--- src/rtl/alu_seq.sv ---
// rtl/alu_seq.sv - sequential ALU with single-cycle logic/arith ops and shift-add MULTU
//
// Purpose: accepts one operation per start pulse while idle. AND/OR/NOR/ADD/SUB/SLT and
// unsupported codes complete after one cycle. MULTU runs one multiplier bit per cycle
// for WIDTH cycles. All result flags are registered and held until the next completion.
//
// Ports:
//   clk     - clock, rising edge
//   rst     - synchronous active-high reset
//   start   - operation request, sampled only in IDLE
//   ctl     - function code (36 AND, 37 OR, 39 NOR, 32 ADD, 34 SUB, 42 SLT, 25 MULTU)
//   a, b    - operands
//   busy    - high while not IDLE
//   done    - one-cycle completion pulse
//   result  - low result word
//   hi      - upper product word for MULTU, zero otherwise
//   zero    - result == 0
//   ovf     - signed overflow (ADD/SUB only)
//   illegal - unsupported function code
module alu_seq #(
  parameter int WIDTH = 32
) (
  input  logic             clk,
  input  logic             rst,
  input  logic             start,
  input  logic [5:0]       ctl,
  input  logic [WIDTH-1:0] a,
  input  logic [WIDTH-1:0] b,
  output logic             busy,
  output logic             done,
  output logic [WIDTH-1:0] result,
  output logic [WIDTH-1:0] hi,
  output logic             zero,
  output logic             ovf,
  output logic             illegal
);

  localparam int CW = $clog2(WIDTH + 1);
  localparam logic [CW-1:0] CNT_LAST = CW'(WIDTH - 1);

  localparam logic [5:0] OP_AND   = 6'd36;
  localparam logic [5:0] OP_OR    = 6'd37;
  localparam logic [5:0] OP_NOR   = 6'd39;
  localparam logic [5:0] OP_ADD   = 6'd32;
  localparam logic [5:0] OP_SUB   = 6'd34;
  localparam logic [5:0] OP_SLT   = 6'd42;
  localparam logic [5:0] OP_MULTU = 6'd25;

  typedef enum logic [1:0] {
    S_IDLE,
    S_MUL,
    S_DONE
  } state_t;

  state_t state;
  state_t state_next;

  logic [WIDTH-1:0]   a_q;
  logic [2*WIDTH-1:0] prod;
  logic [CW-1:0]      cnt;

  // Single-cycle datapath, evaluated on the live inputs at the accepting edge.
  logic             is_sub;
  logic [WIDTH-1:0] b_op;
  logic [WIDTH:0]   sum;
  logic             carry_into_msb;
  logic             add_ovf;
  logic [WIDTH-1:0] alu_res;
  logic             alu_ovf;
  logic             alu_ill;

  // Shift-add step: multiplier sits in the low half of prod and is consumed LSB first.
  logic [WIDTH:0]     mul_add;
  logic [2*WIDTH-1:0] prod_next;

  always_ff @(posedge clk) begin
    if (rst) begin
      state <= S_IDLE;
    end else begin
      state <= state_next;
    end
  end

  always_comb begin
    state_next = state;
    busy       = 1'b0;
    done       = 1'b0;
    case (state)
      S_IDLE: begin
        if (start) begin
          state_next = (ctl == OP_MULTU) ? S_MUL : S_DONE;
        end
      end
      S_MUL: begin
        busy = 1'b1;
        if (cnt == CNT_LAST) begin
          state_next = S_DONE;
        end
      end
      S_DONE: begin
        busy       = 1'b1;
        done       = 1'b1;
        state_next = S_IDLE;
      end
      default: state_next = S_IDLE;
    endcase
  end

  always_comb begin
    is_sub         = (ctl == OP_SUB) || (ctl == OP_SLT);
    b_op           = is_sub ? ~b : b;
    sum            = {1'b0, a} + {1'b0, b_op} + {{WIDTH{1'b0}}, is_sub};
    carry_into_msb = a[WIDTH-1] ^ b_op[WIDTH-1] ^ sum[WIDTH-1];
    add_ovf        = carry_into_msb ^ sum[WIDTH];

    alu_res = '0;
    alu_ovf = 1'b0;
    alu_ill = 1'b0;
    case (ctl)
      OP_AND: alu_res = a & b;
      OP_OR:  alu_res = a | b;
      OP_NOR: alu_res = ~(a | b);
      OP_ADD: begin
        alu_res = sum[WIDTH-1:0];
        alu_ovf = add_ovf;
      end
      OP_SUB: begin
        alu_res = sum[WIDTH-1:0];
        alu_ovf = add_ovf;
      end
      // Signed less-than: sign of the difference corrected by its overflow.
      OP_SLT:   alu_res = {{(WIDTH-1){1'b0}}, sum[WIDTH-1] ^ add_ovf};
      OP_MULTU: alu_res = '0;
      default:  alu_ill = 1'b1;
    endcase
  end

  always_comb begin
    mul_add   = {1'b0, prod[2*WIDTH-1:WIDTH]} + (prod[0] ? {1'b0, a_q} : {(WIDTH+1){1'b0}});
    prod_next = {mul_add, prod[WIDTH-1:1]};
  end

  always_ff @(posedge clk) begin
    if (rst) begin
      a_q     <= '0;
      prod    <= '0;
      cnt     <= '0;
      result  <= '0;
      hi      <= '0;
      zero    <= 1'b0;
      ovf     <= 1'b0;
      illegal <= 1'b0;
    end else begin
      case (state)
        S_IDLE: begin
          if (start) begin
            a_q  <= a;
            prod <= {{WIDTH{1'b0}}, b};
            cnt  <= '0;
            if (ctl != OP_MULTU) begin
              result  <= alu_res;
              hi      <= '0;
              zero    <= (alu_res == '0);
              ovf     <= alu_ovf;
              illegal <= alu_ill;
            end
          end
        end
        S_MUL: begin
          prod <= prod_next;
          cnt  <= cnt + CW'(1);
          // The final iteration and the DONE entry share one edge, so the
          // outputs are loaded from the combinational next product.
          if (cnt == CNT_LAST) begin
            result  <= prod_next[WIDTH-1:0];
            hi      <= prod_next[2*WIDTH-1:WIDTH];
            zero    <= (prod_next[WIDTH-1:0] == '0);
            ovf     <= 1'b0;
            illegal <= 1'b0;
          end
        end
        default: ;
      endcase
    end
  end

endmodule
--- config.mk ---
export PLATFORM = sky130hd
export DESIGN_NAME = alu_seq
export DESIGN_NICKNAME = d
export VERILOG_FILES = /design/src/rtl/alu_seq.sv
export SDC_FILE = /design/constraint.sdc
export NUM_CORES = 1
export LEC_CHECK = 0
export CORE_ASPECT_RATIO = 2
export CORE_MARGIN = 1
export CORE_UTILIZATION = 31
export DETAILED_ROUTE_END_ITERATION = 10
export DONT_BUFFER_PORTS = 1
export PLACE_DENSITY = 0.51
export SLEW_MARGIN = 20
export SYNTH_ARGS = -nofsm -noshare
export SYNTH_HDL_FRONTEND = slang
export SYNTH_SLANG_ARGS = --single-unit
export TNS_END_PERCENT = 30
--- constraint.sdc ---
create_clock -name clk -period 10.6 [get_ports clk]
set_input_delay 0.53 -clock clk [delete_from_list [all_inputs] [get_ports clk]]
set_output_delay 0.53 -clock clk [all_outputs]
set_load 0.01 [all_outputs]
======== After elaboration in Yosys (flattened, before gate mapping) ========
Cells that the tools add are included.
operators by class
  $add $sub $neg .......................... 4
  eq/ne operators ......................... 14
  mux-type cells .......................... 34
  bitwise operators ....................... 8
  reduce and logical (&&, ||, !) cells .... 12
operators with widths
  kind                                                   count
  two-way mux 32 bit                                     8
  one-hot mux 32 bit (5 select lines)                    1
  one-hot mux 32 bit (2 select lines)                    2
  one-hot mux 64 bit (2 select lines)                    1
  adder 32 x 32 -> 33 bit                                2
  logical NOT 32 bit                                     2
  two-way mux 64 bit                                     1
  inverter 32 bit                                        2
  equality test 6 bit, second input constant             6
  adder 33 x 1 -> 33 bit                                 1
  AND 32 bit                                             1
  OR 32 bit                                              1
  equality test 6 x 5 -> 1 bit, second input constant    2
  two-way mux 1 bit                                      12
  one-hot mux 6 bit (2 select lines)                     1
  OR reduction 7 bit                                     1
  adder 6 x 1 -> 6 bit, second input constant            1
  two-way mux 2 bit                                      3
  two-way mux 6 bit                                      1
  inequality test 2 bit, second input constant           3
  inequality test 6 x 5 -> 1 bit, second input constant  1
  one-hot mux 1 bit (2 select lines)                     3
  AND reduction 2 bit                                    3
  one-hot mux 2 bit (2 select lines)                     1
  8 further kinds                                        12
storage, ports and cells
  register bits after elaboration ......... 171
  input bits .............................. 73
  output and inout port bits .............. 69
  word-level logic and storage cells ...... 81

======== Depth between registers and ports, before layout ========
Gate-level depths: netlist of run 1.
  depth in word-level cells ............... 13
  depth in mapped cells ................... 18
  mapped depth without buffers ............ 14

======== Least setup slack after synthesis of run 1 ========
Ideal clock, no wire load.
  kind .................................... input -> register
  from .................................... input ctl[1]
  to ...................................... register zero
  library setup time ...................... 0.087 ns
  data arrival time ....................... 4.366 ns
  required time ........................... 10.513 ns
  path slack .............................. 6.147 ns
  stages on the path ...................... 17
  buffers on the path ..................... 3
  cell sequence ........................... buf_4 > or3b_1 > or2_2 > clkbuf_1 > buf_1 > xnor2_1 > ha_1 > a21o_1 > a2111oi_0 > and2_4 > o32ai_4 > or3_1 > a31oi_1 > nand4bb_1 > nor4_2 > nand4_1 > o31ai_1
between the ends
  cells in the longest elaborated chain, start to end .. 13
  elaborated cells between the ends (all ways) .. 23
  classes of those cells .................. 2 x add/sub; 8 x eq/ne; 5 x mux; 4 x bitwise; 4 x reduce/logical
ends and longest elaborated chain
  element                              line      source
  from (decl)                          26        input logic [5:0] ctl,
  equality test 6 bit                  110, 119
  logical OR 1 bit                     110       is_sub = (ctl == OP_SUB) || (ctl == OP_SLT);
  two-way mux 32 bit                   111       b_op = is_sub ? ~b : b;
  adder 32 x 32 -> 33 bit              112       sum = {1'b0, a} + {1'b0, b_op} + {{WIDTH{1'b0}}, is_sub};
  adder 33 x 1 -> 33 bit               112
  XOR 1 bit                            113       carry_into_msb = a[WIDTH-1] ^ b_op[WIDTH-1] ^ sum[WIDTH-1];
  XOR 1 bit                            114       add_ovf = carry_into_msb ^ sum[WIDTH];
  XOR 1 bit                            132       OP_SLT: alu_res = {{(WIDTH-1){1'b0}}, sum[WIDTH-1] ^ add_ovf};
  one-hot mux 32 bit (5 select lines)  119       case (ctl)
  logical NOT 32 bit                   163       zero <= (alu_res == '0);
  two-way mux 1 bit                    160       if (ctl != OP_MULTU) begin
  two-way mux 1 bit                    156       if (start) begin
  one-hot mux 1 bit (2 select lines)   154       case (state)
  to (signal assigned)                 163
  to (signal assigned)                 177       zero <= (prod_next[WIDTH-1:0] == '0);
  to (decl)                            33        output logic zero,
Parallel ways exist; a longest one is shown, timed or not. The select of a mux whose other input is x is not followed.
A chain may end at the register's enable or synchronous reset.

======== Final worst setup path of run 1 ========
  from .................................... input ctl[0]
  to ...................................... register zero
Same word-level chain as after synthesis.

==> results.py, run 1 <==
metrics = {
    "sta": {
        "slew_viol_final": 0,
        "worst_pin_slew_ps": 957.4,
        "fin_crit_ps": 4689,
        "fin_crit_sh_pct": 44.24,
        "setup-tns-final_ps": 0,
        "hold_viol_final": 0,
        "setup_viol": 0,
        "fin_skew_ps": 10.01,
        "timing.slew.headroom_pct": 35.36,
        "max_clock_freq_mhz": 213.3,
        "rsz0062_at_grt": "no",
    },
    "worst_setup_path": {
        "crit_path_start_kind": "primary input",
        "crit_fanout": 51,
        "cpPeakStageDelay_ps": 570,
        "rr_worst_depth": 14,
        "path_class": "primary input to flip-flop",
        "crit_family": "compound AO/OA/AOI/OAI gates",
        "r2r-start": "prod[0]",
        "slowest_stage": "a21oi_1",
        "cp-end-kind": "flip-flop",
        "path_cells": "or3b_1, or2_2, buf_4, xnor2_1, fa_1, a211oi_1, o211ai_1, a21oi_1, o21ai_0, nor3_1, o311a_1, o41ai_1, nor4_1, nand4_1, o31ai_1",
        "worstPathRequired_ps": 10970,
        "cp.arrival_ps": 5060,
        "worst_r2r_endpoint": "prod[63]",
        "cp_num_buf_inv": 1,
        "ff2ff_setup_slack_ps": 6130,
    },
    "power": {
        "vdd_drop_max_v": 0.0001096,
        "p_leak_uw": 0.004584,
        "power_density_nw_per_um2": 127.9,
    },
    "outcome": {
        "status": "complete, but fails checks",
        "failed_checks": "design-rule violations",
    },
    "logic_synthesis": {
        "avgSynthCellArea_um2": 7.406,
        "synth_edf_count": 0,
        "synth_fp_nets": 1721,
        "synth_seq_cells": 171,
        "syn_area_um2": 11680,
        "async_flop_share_pct": 0,
        "synth.distinct_cells": 73,
        "synthCells": 1577,
        "synth_top_flop_cell": "dfxtp_1",
        "ys_warn_count": 0,
        "yosysSeqAreaShare_pct": 29.31,
    },
    "finish": {
        "stdcell_count": 1975,
        "drive_above_1_share_pct": 4.090,
        "layout_common_cells": "nand2_1 (209), a21oi_1 (188), dfxtp_1 (171), nor2_1 (137), nor3_1 (73)",
        "antenna_cells": 0,
        "nFillCells": 3953,
        "final_common_cell": "nand2_1",
        "area_growth_pct": 7.574,
        "final_nets": 1648,
    },
    "cts": {
        "cts_resized": 0,
        "numCtsBuffers": 17,
        "hold_buffers": 0,
        "htreeDepth": 4,
        "clkLatencyLatePin_ps": 450,
        "post_cts_buffers": 0,
        "cts.clk_slew.worst_paths_ps": 70,
        "cts_root_buf": "clkbuf_16",
        "cts_tree": "done",
        "clk_path_buf_depth": 2,
        "clkSinkCount": 171,
    },
    "global_routing": {
        "grt_max_degree": 178,
        "grt_pass1_vias": 11600,
        "grt_overflow_total": 0,
        "grt_pass1_wl_mm": 70.29,
        "grtUsageTotal_pct": 24.31,
        "antenna_found_initial": 3,
    },
    "floorplan": {
        "die_area_um2": 38500,
        "die_h_um": 276.5,
        "num_io_pins": 142,
        "coreArea_um2": 37160,
        "initial_core_util_pct": 31.43,
        "die_w_um": 139.2,
        "fp-row-count": 100,
    },
    "placed_design": {
        "hpwl_mm": 34.86,
        "gp_congestion": 0.9905,
        "post-place-cells": 1944,
        "io_buffers": 0,
    },
    "detailed_routing": {
        "drc": 3,
        "via_count": 11375,
        "ant_nets": 0,
        "drt_wl_total_mm": 46.24,
        "wl_per_cell_um": 23.41,
        "via_per_inst": 5.759,
        "drtPass1Iterations": 10,
        "drt_iter0_drc": 794,
    },
    "min_path": {
        "hp-class": "primary input to flip-flop",
        "min_path_cells": 1,
        "worstHoldStart": "rst",
        "min_to": "cnt[3]",
    },
    "run": {
        "cap_viol_max_count": 0,
    },
}
[routing by layer]
layer	vias to the layer above	routed length (um)	global-route usage [%]
li1	5508	-	-
met4	6	3719	18.26
met3	145	2511	5.525
met5	-	37	0
met1	5358	15060	21.83
met2	358	24910	46.44
[worst max path at each step]
stage | cells past startpoint | slack (ps) | to | startpoint
detailed placement | 15 | 5540 | result[0] | ctl[0]
finish | 15 | 5910 | zero | ctl[0]
CTS | 15 | 5990 | zero | ctl[0]
global route | 15 | 5660 | zero | ctl[0]
floorplan | 17 | 6150 | zero | ctl[1]
global placement | 15 | 5550 | result[0] | ctl[0]
[final cells by class]
| type | count | area (um2) | area share [%] |
|---|---|---|---|
| clock buffer | 19 | 442.9 | 3.526 |
| clock inverter | 12 | 115.1 | 0.9162 |
| inverter | 33 | 123.9 | 0.9860 |
| multi-input combinational | 1266 | 7771 | 61.86 |
| sequential | 171 | 3423 | 27.25 |
| tap | 459 | 574.3 | 4.571 |
| timing repair buffer | 15 | 112.6 | 0.8963 |
[logic make-up after synthesis]
family / share of synthesized area, %
compound gates: 25.48
xor+xnor: 6.000
fa+ha+maj: 9.449
buf+inv: 4.543
flops: 29.31
mux: 0.5143
simple gates: 24.71
[report_power, final]
group          internal, uW  leakage [uW]  switching (uW)  total, uW
logic                   109       0.00294             192        302
clock network           331      0.000255             291        622
registers               665       0.00139            19.1        684
[Yosys cell counts (8+ instances only)]
cell        n  area, um2
o211ai_1   27      202.7
inv_1      33      123.9
xnor2_1    64      560.5
maj3_1     20      200.2
xor2_1     16      140.1
o31ai_1     8      60.06
nand3b_1    8      60.06
o21bai_1   12      90.09
ha_1       69      863.3
a31oi_1    13      81.33
a22oi_1    10      75.07
clkbuf_1   82      307.8
nor2_1    139      521.8
and3_1      9      56.30
dfxtp_1   171       3423
o22ai_1    39      244.0
nor3_1     73      365.4
o21a_1     16      120.1
nand2_1   209      784.5
nand2b_1   36      225.2
nand4_1    22      137.6
buf_1      23      86.33
a21oi_1   188      940.9
nor4_1     15      93.84
and2_1     38      237.7
a211oi_1   17      127.6
nand3_1    36      180.2
a21o_1     31      232.7
o21ai_0    63      315.3
[metrics by stage]
step,power (uW),utilization (%),hold slack [ps],setup slack [ps],cell area (um2)
5_1_grt,1682,33.81,135.3,5661,12560
2_1_floorplan,925.7,-,431.7,6147,11680
6_report,1607,33.81,160.1,5911,12560
4_1_cts,1625,33.81,128.1,5986,12560
3_3_place_gp,996.9,32.31,439.2,5547,12010
3_5_place_dp,998.3,32.31,441.5,5541,12010
[worst register-to-register path: stages (launching register included)]
cell      delay, ps
dfxtp_1         370
buf_4           230
and2_1          160
ha_1            200
fa_1            420
a21o_1          250
a221oi_1        500
nor2_1          170
o41ai_2         490
o21ai_1         250
a41oi_1         430
o21ai_1         180
a31oi_1         330
o21bai_1        160
a41o_1          260
[sequential cells by signal (all words and copies together), names as in the netlist]
register,flops
cnt,6
prod,64
ovf,1
illegal,1
result,32
hi,32
a_q,32
state,2
zero,1
Power figures use the tool's default switching activity.
==> run 2, diff against run 1 <==
--- a/config.mk
+++ b/config.mk
@@ -5,6 +5,7 @@
 export SDC_FILE = /design/constraint.sdc
 export NUM_CORES = 1
 export LEC_CHECK = 0
+export ABC_AREA = 1
 export CORE_ASPECT_RATIO = 2
 export CORE_MARGIN = 1
 export CORE_UTILIZATION = 31
==> constraint.sdc (replaced) <==
create_clock -name clk -period 4.36 [get_ports clk]
set_input_delay 0.218 -clock clk [delete_from_list [all_inputs] [get_ports clk]]
set_output_delay 0.218 -clock clk [all_outputs]
set_load 0.01 [all_outputs]
==> results.py, run 2 <==
metrics = {
    "outcome": {
        "status": "complete, no violations",
    },
    "sta": {
        "setup-tns-final_ps": 0,
        "hold_slack_ps": 18.85,
        "slew_viol_final": 0,
        "fin_skew_ps": 13.04,
        "timing.slew.headroom_pct": 43.32,
        "setup_viol": 0,
        "fin_ws_ps": 928.0,
        "rsz0062_at_grt": "no",
        "fin_crit_sh_pct": 78.71,
        "fin_crit_ps": 3432,
        "max_clock_freq_mhz": 291.4,
        "worst_pin_slew_ps": 850.2,
        "hold_viol_final": 0,
    },
    "cts": {
        "clkLatencyLatePin_ps": 450,
        "clkSinkCount": 171,
        "cts_root_buf": "clkbuf_16",
        "cts.clk_slew.worst_paths_ps": 70,
        "clk_path_buf_depth": 2,
        "cts_resized": 0,
        "htreeDepth": 4,
        "cts_tree": "done",
        "numCtsBuffers": 17,
    },
    "global_routing": {
        "grtUsageTotal_pct": 26.61,
        "met2_usage_pct": 49.98,
        "top_usage_layer": "met2",
        "antenna_found_initial": 0,
        "grt_overflow_total": 0,
        "use_met3_pct": 3.702,
        "grt_pass1_vias": 12911,
        "use_met1_pct": 25.11,
        "grt_pass1_wl_mm": 77.45,
        "grt_max_degree": 71,
    },
    "finish": {
        "layout_common_cells": "nand2_1 (456), o21ai_0 (230), a21oi_1 (218), inv_1 (199), dfxtp_1 (171)",
        "area_growth_pct": 12.30,
        "fin_util_pct": 35.19,
        "drive_above_1_share_pct": 5.524,
        "top_register": "prod",
        "largest_register_ffs": 64,
        "final_nets": 2069,
        "final_common_cell": "nand2_1",
        "antenna_cells": 0,
    },
    "worst_setup_path": {
        "path_class": "primary input to flip-flop",
        "slowest_stage": "dlygate4sd3_1",
        "crit_fanout": 4,
        "worstPathRequired_ps": 4750,
        "cp.arrival_ps": 3820,
        "path_cells": "dlygate4sd3_1, inv_1, nand2_1, a21boi_1, fa_1, nand3_1, nand3_1, inv_1, o21ai_1, nand4_1, nand3_1, o21ai_0, nand2_1, nor2_1, nand2_1, nor2_1, nand4_1, a21oi_1",
        "cpPeakStageDelay_ps": 540,
        "cp-end-kind": "flip-flop",
        "crit_path_start_kind": "primary input",
    },
    "logic_synthesis": {
        "yosysTopAreaCell": "dfxtp_1",
        "async_flop_share_pct": 0,
        "avgSynthCellArea_um2": 6.285,
        "synth.distinct_cells": 49,
        "syn_area_um2": 12120,
        "netlist_top_cells_area": "dfxtp_1 (28%), nand2_1 (14%), o21ai_0 (9.5%)",
        "synth_fp_nets": 2072,
        "yosysSeqAreaShare_pct": 28.25,
        "ys_warn_count": 0,
        "synth.cells.most_frequent": "nand2_1 (456), o21ai_0 (230), a21oi_1 (218)",
        "synth_top_area_share_pct": 28.25,
        "synthCells": 1928,
        "synth_top_flop_cell": "dfxtp_1",
        "synth_edf_count": 0,
        "yosysMostFrequentCell": "nand2_1",
        "synth_seq_cells": 171,
    },
    "detailed_routing": {
        "via_count": 13070,
        "ant_nets": 0,
        "drc": 0,
        "drt_iter0_drc": 807,
        "wl_per_cell_um": 21.44,
        "drtPass1Iterations": 7,
        "via_per_inst": 5.319,
        "drt_wl_total_mm": 52.68,
    },
    "placed_design": {
        "io_buffers": 0,
        "dpl_worst_slack_ps": 722.7,
        "hpwl_mm": 40.87,
        "gp_congestion": 1.043,
    },
    "floorplan": {
        "die_h_um": 281.6,
        "coreArea_um2": 38670,
        "die_w_um": 141.8,
        "initial_core_util_pct": 31.33,
        "fp-row-count": 102,
        "die_area_um2": 39930,
        "num_io_pins": 142,
    },
    "power": {
        "power_density_nw_per_um2": 445.9,
        "p_leak_uw": 0.006182,
        "vdd_drop_max_v": 0.0002769,
    },
    "min_path": {
        "hp-class": "primary input to flip-flop",
    },
    "run": {
        "cap_viol_max_count": 0,
    },
}
==> run 2: changes by cell type in the layout (fill, tap and decap cells not counted), sizes merged, moves of 31 or more <==
cell         before  now
a21oi           188  220
a31oi            13   68
nand3            36   83
and2             39    0
nor2            139  170
nor3             73   26
nand2b           36    0
inv              37  212
dlygate4sd3       0   37
o21ai            65  241
nand2           209  467
o22ai            39    0
xnor2            64    5
==> run 2: final cells by class <==
class                           instances  area, um2
Clock buffer                           19      452.9
Clock inverter                         12      137.6
Fill cell                            4306      25060
Inverter                              211      794.5
Multi-Input combinational cell       1462       7577
Sequential cell                       171       3423
Tap cell                              520      650.6
Timing Repair Buffer                   62      570.5
==> run 2: timing repair <==
item,4_1_cts,5_1_grt
setup endpoints to repair,0,0
hold buffers,38,0
setup buffers,0,0
hold endpoints to repair,74,0
==> run 2: path summary, 6_finish.rpt <==
check / start / end / slack (ps) / depth (start not counted)
setup / recovery: a[0] / zero / 930 / 18
hold / removal: a[6] / a_q[6] / 20 / 2
setup reg to reg: prod[0] / prod[61] / 1020 / 15
hold reg to reg: prod[32] / prod[32] / 470 / 2
==> run 2: logic make-up (layout without fill, tap and decap cells) <==
logic type	after synthesis	after routing	share of synthesized area, %
simple gates	796	796	27.79
compound gates	560	560	24.70
buf+inv	295	304	9.273
flops	171	171	28.25
fa+ha+maj	71	71	7.456
xor+xnor	35	35	2.530
==> run 2: where the power goes <==
group	leakage [uW]	switching [uW]	internal, uW
registers	0.00141	408	1980
logic	0.00449	1470	626
clock network	0.000286	704	877
total	0.00618	2580	3490
==> run 2: metal layers <==
layer | up-vias | wire length [um]
met5 | - | 0
met3 | 163 | 2315
met1 | 6002 | 17990
met4 | 0 | 4665
li1 | 6451 | -
met2 | 454 | 27710
==> run 2: through the flow <==
step                std cells  total power, uW  cell area [um2]
global placement         2388             4443            12630
floorplan                1928             3760            12120
detailed placement       2388             4465            12630
global route             2457             6458            13610
finish                   2457             6067            13610
CTS                      2457             6106            13610
==> run 2: critical path, delay by kind of cell <==
family,cells,cell delay (ps)
buffers and inverters,3,800
AO/OA/AOI/OAI,4,840
AND/OR/NAND/NOR,10,1460
adder cells (fa/ha/maj),1,500
